`src/rtl/lcd_pkg.sv`:
```
// rtl/lcd_pkg.sv - shared state type, LCD command constants and helpers
//
// Contents:
//   lcd_state_t      bus-engine state (PWR, IDLE, SETUP, EN, HOLD, WAIT)
//   LCD_* constants  init command bytes and DDRAM line base addresses
//   init_cmd()       init command byte by sequence index
//   needs_long_wait() true for clear/return-home commands (rs=0, data[7:2]==0)
//   max2()           constant helper used to size the shared down-counter
package lcd_pkg;

    typedef enum logic [2:0] {
        ST_PWR,
        ST_IDLE,
        ST_SETUP,
        ST_EN,
        ST_HOLD,
        ST_WAIT
    } lcd_state_t;

    // HD44780-style init commands: 8-bit bus / 2 lines / 5x10 font,
    // display on with cursor off, increment without shift, clear.
    localparam logic [7:0] LCD_FUNC_SET = 8'h3C;
    localparam logic [7:0] LCD_DISP_ON  = 8'h0C;
    localparam logic [7:0] LCD_ENTRY    = 8'h06;
    localparam logic [7:0] LCD_CLEAR    = 8'h01;
    localparam logic [7:0] LCD_HOME     = 8'h02;

    // Set-DDRAM-address commands for the start of each display line.
    localparam logic [7:0] LCD_LINE0_ADDR = 8'h80;
    localparam logic [7:0] LCD_LINE1_ADDR = 8'hC0;

    localparam int LCD_INIT_LEN = 4;

    function automatic logic [7:0] init_cmd(input logic [2:0] idx);
        case (idx)
            3'd0:    return LCD_FUNC_SET;
            3'd1:    return LCD_DISP_ON;
            3'd2:    return LCD_ENTRY;
            default: return LCD_CLEAR;
        endcase
    endfunction

    // Clear (0x01) and return-home (0x02/0x03) are the only commands with
    // the slow execution time; every other command and all data writes are fast.
    function automatic logic needs_long_wait(input logic rs, input logic [7:0] data);
        return !rs && (data[7:2] == 6'd0);
    endfunction

    function automatic int max2(input int a, input int b);
        return (a > b) ? a : b;
    endfunction

endpackage

```
`src/rtl/lcd_xfer_timer.sv`:
```
// rtl/lcd_xfer_timer.sv - power-up wait plus SETUP/EN/HOLD/WAIT transfer engine
//
// Ports:
//   clk, rst        clock, asynchronous active-low reset
//   start           begin a transfer (only honoured in IDLE)
//   rs, data        register select and byte latched on start
//   long_wait       use CLR_WAIT instead of CMD_WAIT after this transfer
//   idle            engine is in IDLE and can accept start this cycle
//   done            last WAIT cycle; the engine enters IDLE on this edge
//   busy            registered, high while the engine is not in IDLE
//   lcd_e           LCD enable strobe
//   lcd_rs, lcd_data LCD bus, held between transfers
//
// All timed states share one down-counter sized for the largest parameter.
// Each state loads (length-1) on entry and leaves when the counter hits zero,
// so a state lasts exactly its parameter in cycles.
module lcd_xfer_timer
    import lcd_pkg::*;
#(
    parameter int PWR_WAIT  = 7000,
    parameter int SETUP_CYC = 2,
    parameter int E_CYC     = 5,
    parameter int HOLD_CYC  = 2,
    parameter int CMD_WAIT  = 40,
    parameter int CLR_WAIT  = 200
) (
    input  logic       clk,
    input  logic       rst,
    input  logic       start,
    input  logic       rs,
    input  logic [7:0] data,
    input  logic       long_wait,
    output logic       idle,
    output logic       done,
    output logic       busy,
    output logic       lcd_e,
    output logic       lcd_rs,
    output logic [7:0] lcd_data
);

    localparam int MAX_CYC = max2(max2(max2(PWR_WAIT, SETUP_CYC), max2(E_CYC, HOLD_CYC)),
                                  max2(CMD_WAIT, CLR_WAIT));
    localparam int CW = $clog2(MAX_CYC + 1);

    localparam logic [CW-1:0] PWR_LOAD   = CW'(PWR_WAIT - 1);
    localparam logic [CW-1:0] SETUP_LOAD = CW'(SETUP_CYC - 1);
    localparam logic [CW-1:0] E_LOAD     = CW'(E_CYC - 1);
    localparam logic [CW-1:0] HOLD_LOAD  = CW'(HOLD_CYC - 1);
    localparam logic [CW-1:0] CMD_LOAD   = CW'(CMD_WAIT - 1);
    localparam logic [CW-1:0] CLR_LOAD   = CW'(CLR_WAIT - 1);

    lcd_state_t    state;
    logic [CW-1:0] cnt;
    logic          cnt_zero;
    logic          wait_long;

    assign cnt_zero = (cnt == '0);
    assign idle     = (state == ST_IDLE);
    assign done     = (state == ST_WAIT) && cnt_zero;

    always_ff @(posedge clk or negedge rst) begin
        if (!rst) begin
            state     <= ST_PWR;
            cnt       <= PWR_LOAD;
            wait_long <= 1'b0;
            busy      <= 1'b0;
            lcd_e     <= 1'b0;
            lcd_rs    <= 1'b0;
            lcd_data  <= 8'h00;
        end else begin
            case (state)
                ST_PWR: begin
                    busy <= 1'b1;
                    if (cnt_zero) begin
                        state <= ST_IDLE;
                        busy  <= 1'b0;
                    end else begin
                        cnt <= cnt - 1'b1;
                    end
                end
                ST_IDLE: begin
                    if (start) begin
                        state     <= ST_SETUP;
                        cnt       <= SETUP_LOAD;
                        busy      <= 1'b1;
                        lcd_rs    <= rs;
                        lcd_data  <= data;
                        wait_long <= long_wait;
                    end
                end
                ST_SETUP: begin
                    if (cnt_zero) begin
                        state <= ST_EN;
                        cnt   <= E_LOAD;
                        lcd_e <= 1'b1;
                    end else begin
                        cnt <= cnt - 1'b1;
                    end
                end
                ST_EN: begin
                    if (cnt_zero) begin
                        state <= ST_HOLD;
                        cnt   <= HOLD_LOAD;
                        lcd_e <= 1'b0;
                    end else begin
                        cnt <= cnt - 1'b1;
                    end
                end
                ST_HOLD: begin
                    if (cnt_zero) begin
                        state <= ST_WAIT;
                        cnt   <= wait_long ? CLR_LOAD : CMD_LOAD;
                    end else begin
                        cnt <= cnt - 1'b1;
                    end
                end
                ST_WAIT: begin
                    if (cnt_zero) begin
                        state <= ST_IDLE;
                        busy  <= 1'b0;
                    end else begin
                        cnt <= cnt - 1'b1;
                    end
                end
                default: begin
                    state <= ST_IDLE;
                    busy  <= 1'b0;
                    lcd_e <= 1'b0;
                end
            endcase
        end
    end

endmodule

```
`src/rtl/lcd_bus_scheduler.sv`:
```
// rtl/lcd_bus_scheduler.sv - shares the character-LCD write bus between two requesters
//
// Runs the LCD power-up init sequence after reset, then grants write
// transfers to req0/req1 with a req/ack handshake.
//
// Ports:
//   clk, rst              clock, asynchronous active-low reset
//   req0, rs0, data0      requester 0: request, register select, byte
//   ack0                  one-cycle pulse when request 0 is latched
//   req1, rs1, data1      requester 1: same rules
//   ack1                  one-cycle pulse when request 1 is latched
//   ready                 init sequence complete; stays high until reset
//   busy                  transfer engine not idle
//   lcd_e, lcd_rs, lcd_rw, lcd_data   LCD pins (lcd_rw tied low)
//
// Build option LCD_FIXED_PRIO_EN: when defined, req0 always beats req1 and
// the round-robin pointer is removed; when undefined, ties alternate.
module lcd_bus_scheduler
    import lcd_pkg::*;
#(
    parameter int PWR_WAIT  = 7000,
    parameter int SETUP_CYC = 2,
    parameter int E_CYC     = 5,
    parameter int HOLD_CYC  = 2,
    parameter int CMD_WAIT  = 40,
    parameter int CLR_WAIT  = 200
) (
    input  logic       clk,
    input  logic       rst,
    input  logic       req0,
    input  logic       rs0,
    input  logic [7:0] data0,
    output logic       ack0,
    input  logic       req1,
    input  logic       rs1,
    input  logic [7:0] data1,
    output logic       ack1,
    output logic       ready,
    output logic       busy,
    output logic       lcd_e,
    output logic       lcd_rs,
    output logic       lcd_rw,
    output logic [7:0] lcd_data
);

    localparam logic [2:0] INIT_LAST = 3'(LCD_INIT_LEN);

    logic       idle;
    logic       done;
    logic       start;
    logic       start_rs;
    logic [7:0] start_data;
    logic       start_long;
    logic       init_go;
    logic       grant_any;
    logic       grant1;
    logic [2:0] init_idx;   // number of init commands already issued

`ifndef LCD_FIXED_PRIO_EN
    logic       rr_last;    // 1 when port 1 had the most recent grant
`endif

    always_comb begin
        init_go   = idle && !ready && (init_idx < INIT_LAST);
        grant_any = idle && ready && (req0 || req1);
`ifdef LCD_FIXED_PRIO_EN
        grant1    = !req0;
`else
        grant1    = req1 && (!req0 || !rr_last);
`endif
        start      = init_go || grant_any;
        start_rs   = 1'b0;
        start_data = init_cmd(init_idx);
        if (!init_go) begin
            start_rs   = grant1 ? rs1   : rs0;
            start_data = grant1 ? data1 : data0;
        end
        start_long = needs_long_wait(start_rs, start_data);
    end

    always_ff @(posedge clk or negedge rst) begin
        if (!rst) begin
            ack0     <= 1'b0;
            ack1     <= 1'b0;
            ready    <= 1'b0;
            init_idx <= 3'd0;
`ifndef LCD_FIXED_PRIO_EN
            rr_last  <= 1'b1;
`endif
        end else begin
            ack0 <= grant_any && !grant1;
            ack1 <= grant_any && grant1;
            if (init_go) begin
                init_idx <= init_idx + 3'd1;
            end
            // ready rises on the same edge the final init WAIT returns to IDLE.
            if (done && !ready && (init_idx == INIT_LAST)) begin
                ready <= 1'b1;
            end
`ifndef LCD_FIXED_PRIO_EN
            if (grant_any) begin
                rr_last <= grant1;
            end
`endif
        end
    end

    lcd_xfer_timer #(
        .PWR_WAIT (PWR_WAIT),
        .SETUP_CYC(SETUP_CYC),
        .E_CYC    (E_CYC),
        .HOLD_CYC (HOLD_CYC),
        .CMD_WAIT (CMD_WAIT),
        .CLR_WAIT (CLR_WAIT)
    ) u_timer (
        .clk      (clk),
        .rst      (rst),
        .start    (start),
        .rs       (start_rs),
        .data     (start_data),
        .long_wait(start_long),
        .idle     (idle),
        .done     (done),
        .busy     (busy),
        .lcd_e    (lcd_e),
        .lcd_rs   (lcd_rs),
        .lcd_data (lcd_data)
    );

    assign lcd_rw = 1'b0;

endmodule

```
`config.mk`:
```
export PLATFORM = sky130hd
export DESIGN_NAME = lcd_bus_scheduler
export DESIGN_NICKNAME = d
export VERILOG_FILES = /design/src/rtl/lcd_pkg.sv /design/src/rtl/lcd_xfer_timer.sv /design/src/rtl/lcd_bus_scheduler.sv
export SDC_FILE = /design/constraint.sdc
export NUM_CORES = 1
export LEC_CHECK = 0
export CAP_MARGIN = 30
export CORE_UTILIZATION = 45
export DETAILED_ROUTE_END_ITERATION = 12
export PLACE_DENSITY = 0.7
export SLEW_MARGIN = 15
export SYNTH_ARGS = -nofsm -noshare
export SYNTH_HDL_FRONTEND = slang
export SYNTH_SLANG_ARGS = --single-unit
```
`constraint.sdc`:
```
create_clock -name clk -period 2.05 [get_ports clk]
set_input_delay 0.41 -clock clk [delete_from_list [all_inputs] [get_ports clk]]
set_output_delay 0.41 -clock clk [all_outputs]
set_load 0.01 [all_outputs]
```
# [Word level (Yosys, flattened, before mapping)]
# Index checks and enable logic that the tools add are counted.
[word_totals] regBits=35 out_inout_bits=15 wordCells=88 inputBits=22
[op_classes] bitwise_logic=2 eq_ne=15 addsub=2 reduce_logical=32 mux=24 n_lt_le_gt_ge=1
[op_table] op="$mux W13" count=5
[op_table] op="$pmux W13 S5" count=1
[op_table] op="$mux W8" count=3
[op_table] op="$pmux W6 S3" count=1
[op_table] op="$mux W3" count=5
[op_table] op="$pmux W3 S5" count=1
[op_table] op="$logic_not A13 Y1" count=1
[op_table] op="$sub A13 B1 Y13 const B" count=1
[op_table] op="$ne A2 B1 Y1 const B" count=6
[op_table] op="$logic_and A1 B1 Y1" count=11
[op_table] op="$eq A3 B2 Y1 const B" count=3
[op_table] op="$eq A3 B3 Y1 const B" count=3
[op_table] op="$reduce_and A3 Y1" count=3
[op_table] op="$eq A3 B1 Y1 const B" count=2
[op_table] op="$logic_not A3 Y1" count=2
[op_table] op="$logic_not A6 Y1" count=1
[op_table] op="$mux W1" count=6
[op_table] op="$logic_not A1 Y1" count=5
[op_table] op="$reduce_and A5 Y1" count=1
[op_table] op="$reduce_bool A5 Y1" count=1
[op_table] op="$pmux W1 S4" count=1
[op_table] op="$reduce_or A4 Y1" count=1
[op_table] op="$add A3 B1 Y3 const B" count=1
[op_table] op="$logic_or A1 B1 Y1" count=3
[op_table] op="other kinds (7)" count=8

# [Depth between registers and ports, before layout]
[logic_depth] ltp_word=7 ltp_mapped=8 mapped_depth_nobuf=7

# [By module]
# From an unflattened synthesis, not the netlist that was laid out.
[hier_totals] hier_cells=250 area_unflattened_um2=2239.6
[by_module_without_submodules] mod="lcd_xfer_timer" cells_each=177 seq_area_each_um2=711.9 n_inst=1 area_each_um2=1646.6
[by_module_without_submodules] mod="lcd_bus_scheduler" cells_each=73 seq_area_each_um2=176.4 n_inst=1 area_each_um2=593.1

# [Worst setup path before layout]
# Ideal clock, no wire load.
[synth_path] path_type="register -> register" start="register u_timer.cnt[0]" end="register u_timer.cnt[7]" synth_period_minus_slack_ns=1.904 arrival_ns=1.778 n_path_buf=0 setup_time_ns=0.126 required_ns=1.924 slack_ns=0.146 stages_incl_launch_ff=7 cell_sequence="dfstp_2 inv_1 ha_1 nor4b_4 a41oi_1 o32ai_4 a221o_1"
[synth_between] elab_chain_len=3 word_cells_on_any_way=9 classes_between="1 x add/sub; 1 x eq/ne; 5 x mux; 2 x reduce/logical"
[synth_lines] item="start: declaration" line_no="lcd_xfer_timer.sv:53" text="logic [CW-1:0] cnt;"
[synth_lines] item="start signal: assignment" line_no="lcd_xfer_timer.sv:78" text="cnt <= cnt - 1'b1;"
[synth_lines] item="start signal: assignment" line_no="lcd_xfer_timer.sv:97" text="cnt <= cnt - 1'b1;"
[synth_lines] item="start signal: assignment" line_no="lcd_xfer_timer.sv:106" text="cnt <= cnt - 1'b1;"
[synth_lines] item="$sub A13 B1 Y13 or $logic_not A13 Y1 (tied branches)"
[synth_lines] item="$mux W13 (tied with other cells)" line_no="lcd_xfer_timer.sv:74, lcd_xfer_timer.sv:118"
[synth_lines] item="$pmux W13 S5 or $reduce_and A3 Y1 (tied branches)"
# Several ways; a longest one is shown, not always the timed one. The select of a mux whose other input is x is not followed.
# A chain may end at the register's enable or synchronous reset.

# [Final worst setup path]
[layout_path] start="register u_timer.cnt[0]" end="register u_timer.cnt[8]"
# Same word-level chain as after synthesis.

==> results.tsv <==
stage	metric	value	unit
synth	syn_area_per_cell	9.56	µm²
clocking	cts.path.max_buffers	2	
synth	ys_warn_count	0	
timing	setup_viol	0	
critical_path	start_kind	register	
final_layout	final_util	63.0	%
synth	yosys-top-cells-area	dfrtp_1, dfstp_2, nand2_1, mux2i_1, nor2_1	
final_layout	fin_nets	309	
critical_path	r2r_setup_slack	0.16	ns
critical_path	cp.arrival	2.11	ns
detailed_routing	wl_per_cell	14.5	µm
detailed_routing	dr.pass1.iters	6	
grt	grt_overflow	0	
job	cap_violations	0	
detailed_routing	ant_nets	0	
placed_design	port-buffer-count	35	
clocking	cts.clk_slew.worst_paths	0.07	ns
synth	postSynthCellCount	223	
floorplan	die_h	70.8	µm
grt	grt_pass1_vias	1791	
final_layout	area_growth	31.5	%
floorplan	die_w	70.8	µm
placed_design	globalplace.congestion	0.830	
final_layout	drive_gt1_share	21.9	%
detailed_routing	num_vias	1861	
critical_path	slowest_stage	dfstp_2	
clocking	cts_buffers	5	
synth	ys_types	59	
hold_path	whs_path_depth	2	
clocking	clock_latency	0.29	ns
synth	syn_nets	250	
synth	synth_top_area_cell	dfrtp_1	
synth	synth_commonest_cells	nand2_1, dfrtp_1, nor2_1	
outcome	outcome	completed	
clocking	cts_tree	built	
timing	hold_viol	0	
timing	relSlewSlack	66.7	%
grt	grt_pass1_wl	8.28	mm
power	ir_drop	0.295	mV
critical_path	crit_path_max_fanout	8	
synth	synth-edff-count	0	
power	leakagePower	1.17	nW
synth	yosys.cell_count.top_type	nand2_1	
timing	slew_violations	0	
critical_path	critPathBufInv	3	
synth	ys_ff_latch	35	
final_layout	fill_cells	393	
grt	track_usage	21.1	%
critical_path	worst-path-stages	9	
detailed_routing	vias_per_cell	5.56	
hold_path	hold_class	register to register	
final_layout	antenna_cells	0	
detailed_routing	drc	0	
floorplan	dieArea	5010	µm²
critical_path	crit_required	2.27	ns
synth	syn_area	2130	µm²
timing	period_needed	1.89	ns
synth	yosysSeqAreaShare	41.7	%
floorplan	start_util	47.9	%
synth	ys.flop_type	dfrtp_1	
floorplan	core-area	4440	µm²
floorplan	rows	24	
timing	rsz0062_at_grt	false	
floorplan	ioPinCount	37	
clocking	cts_max_level	2	
critical_path	path_cells	inv_1 > ha_2 > nor4b_4 > buf_6 > a41oi_4 > o32ai_4 > buf_6 > o21ai_1 > o21ai_1	
timing	timing.hold.ws	0.479	ns
critical_path	path_delay_family	compound AO/OA/AOI/OAI gates	
timing	fmax	529	MHz
synth	async_reset_ff_share	100	%
critical_path	max_stage_delay	0.37	ns
grt	antenna_found_initial	0	
synth	synth_top_area_share	29.4	%
grt	grt_max_degree	36	
timing	finalClockSkew	0.00800	ns
power	p_per_area	452	nW/µm²
timing	tightest_slew	0.497	ns
detailed_routing	first_iter_violations	109	
critical_path	critPathCaptureType	register	
clocking	cts-root-buf	clkbuf_8	
critical_path	worstSetupPathType	register to register	
detailed_routing	routed_wl	4.86	mm
clocking	cts_sinks	35	
critical_path	r2r_cells	9	
timing	fin_crit_sh	92.3	%
placed_design	dp_hpwl	3.64	mm
per-layer routing:
layer,vias up,global-route usage [%],share of wire [%]
met4,0,6.00,1.1
met2,27,35.6,48
met5,-,0,0
met1,892,27.5,48
met3,7,4.70,2.8
li1,935,-,-
registers in the layout, indices dropped and copies added (netlist names):
register	flops
u_timer.wait_long	1
rr_last	1
u_timer.busy	1
u_timer.lcd_e	1
init_idx	3
ready	1
ack0	1
u_timer.lcd_rs	1
u_timer.lcd_data	8
u_timer.cnt	13
ack1	1
u_timer.state	3
logic make-up (layout without fill, tap and decap cells):
kind of cell	after synthesis	after routing	share of synthesized area (%)
DFF	35	35	41.7
AOI/OAI and AO/OA	64	64	22.3
xor gates and xnor gates	4	4	1.64
buffers and inverters	18	78	4.23
adders and majority gates	5	5	2.94
and+or+nand+nor	86	86	22.1
other	1	1	0.176
muxes	10	10	4.87
power by group:
group	internal [mW]	switching (mW)	total, mW
combinational	0.0513	0.0353	0.0866
sequential	0.691	0	0.691
clock	0.237	0.251	0.488
total	0.980	0.286	1.27
worst register-to-register path, cell delays in order, from the launching register on:
cell	delay (ns)
dfstp_2	0.37
inv_1	0.07
ha_2	0.20
nor4b_4	0.20
buf_6	0.16
a41oi_4	0.14
o32ai_4	0.33
buf_6	0.19
o21ai_1	0.08
o21ai_1	0.09
cells in the final DEF, fill, tap and decap left out, types with 2 or more instances in the layout:
| cell | synthesis | final |
|---|---|---|
| nand3_1 | 3 | 2 |
| and2_1 | 2 | 2 |
| a21o_1 | 4 | 4 |
| dfstp_2 | 10 | 10 |
| ha_1 | 5 | 4 |
| or2_2 | 4 | 4 |
| o31ai_1 | 3 | 3 |
| nor4_1 | 6 | 5 |
| buf_6 | 1 | 2 |
| inv_1 | 9 | 9 |
| and4_1 | 2 | 2 |
| nor3_1 | 8 | 8 |
| o21ai_0 | 10 | 9 |
| o22ai_1 | 3 | 3 |
| a211oi_1 | 6 | 6 |
| xnor2_1 | 3 | 3 |
| clkbuf_8 | 0 | 5 |
| nor2_1 | 17 | 17 |
| mux2i_1 | 7 | 7 |
| o211a_1 | 2 | 2 |
| o21ai_1 | 8 | 9 |
| mux2_2 | 2 | 2 |
| a221o_1 | 2 | 2 |
| dfrtp_1 | 25 | 25 |
| buf_4 | 3 | 24 |
| clkdlybuf4s50_1 | 0 | 35 |
| nand2_1 | 26 | 26 |
| nor2b_1 | 2 | 2 |
| nand2b_1 | 3 | 3 |
| or3_1 | 4 | 4 |
| a21oi_1 | 10 | 10 |
path summary, 6_finish.rpt:
check / from / to
hold reg to reg: u_timer.lcd_data[3]$_DFFE_PN0P_ / u_timer.lcd_data[3]$_DFFE_PN0P_
setup / recovery: u_timer.cnt[0]$_DFFE_PN1P_ / u_timer.cnt[8]$_DFFE_PN1P_
hold / removal: u_timer.lcd_data[3]$_DFFE_PN0P_ / u_timer.lcd_data[3]$_DFFE_PN0P_
max in group asynchronous: rst / u_timer.cnt[2]$_DFFE_PN1P_
min in group asynchronous: rst / u_timer.lcd_data[0]$_DFFE_PN0P_
setup reg to reg: u_timer.cnt[0]$_DFFE_PN1P_ / u_timer.cnt[8]$_DFFE_PN1P_
timing repair:
| action | CTS | global route |
|---|---|---|
| resized for setup | 1 | 7 |
| setup buffers | 1 | 0 |
| endpoints found under the setup margin | 5 | 13 |
| pin swaps | 0 | 2 |
| hold endpoints to repair | 0 | 0 |
| hold buffers | 0 | 0 |
metrics by stage:
step / std cells / power (mW) / setup TNS [ns] / setup WS [ns] / instance area, µm²
2_1_floorplan: 223 / 0.728 / 0 / 0.146 / 2130
3_3_place_gp: 326 / 0.791 / 0 / 0.00445 / 2680
3_5_place_dp: 326 / 0.792 / -0.0830 / -0.0301 / 2680
4_1_cts: 335 / 1.29 / 0 / 0.0613 / 2780
5_1_grt: 335 / 1.32 / 0 / 0.00451 / 2800
6_report: 335 / 1.27 / 0 / 0.158 / 2800
cell type report:
type                       count  area [µm²]  area share [%]
clock buffer                   6        72.6            2.59
inverter                       9        33.8            1.21
tap                           52        65.1            2.32
sequential                    35         888            31.7
clock inverter                 2        12.5           0.447
multi-input combinational    170        1180            42.0
timing repair buffer          61         553            19.7
(Power assumes the default switching activity.)
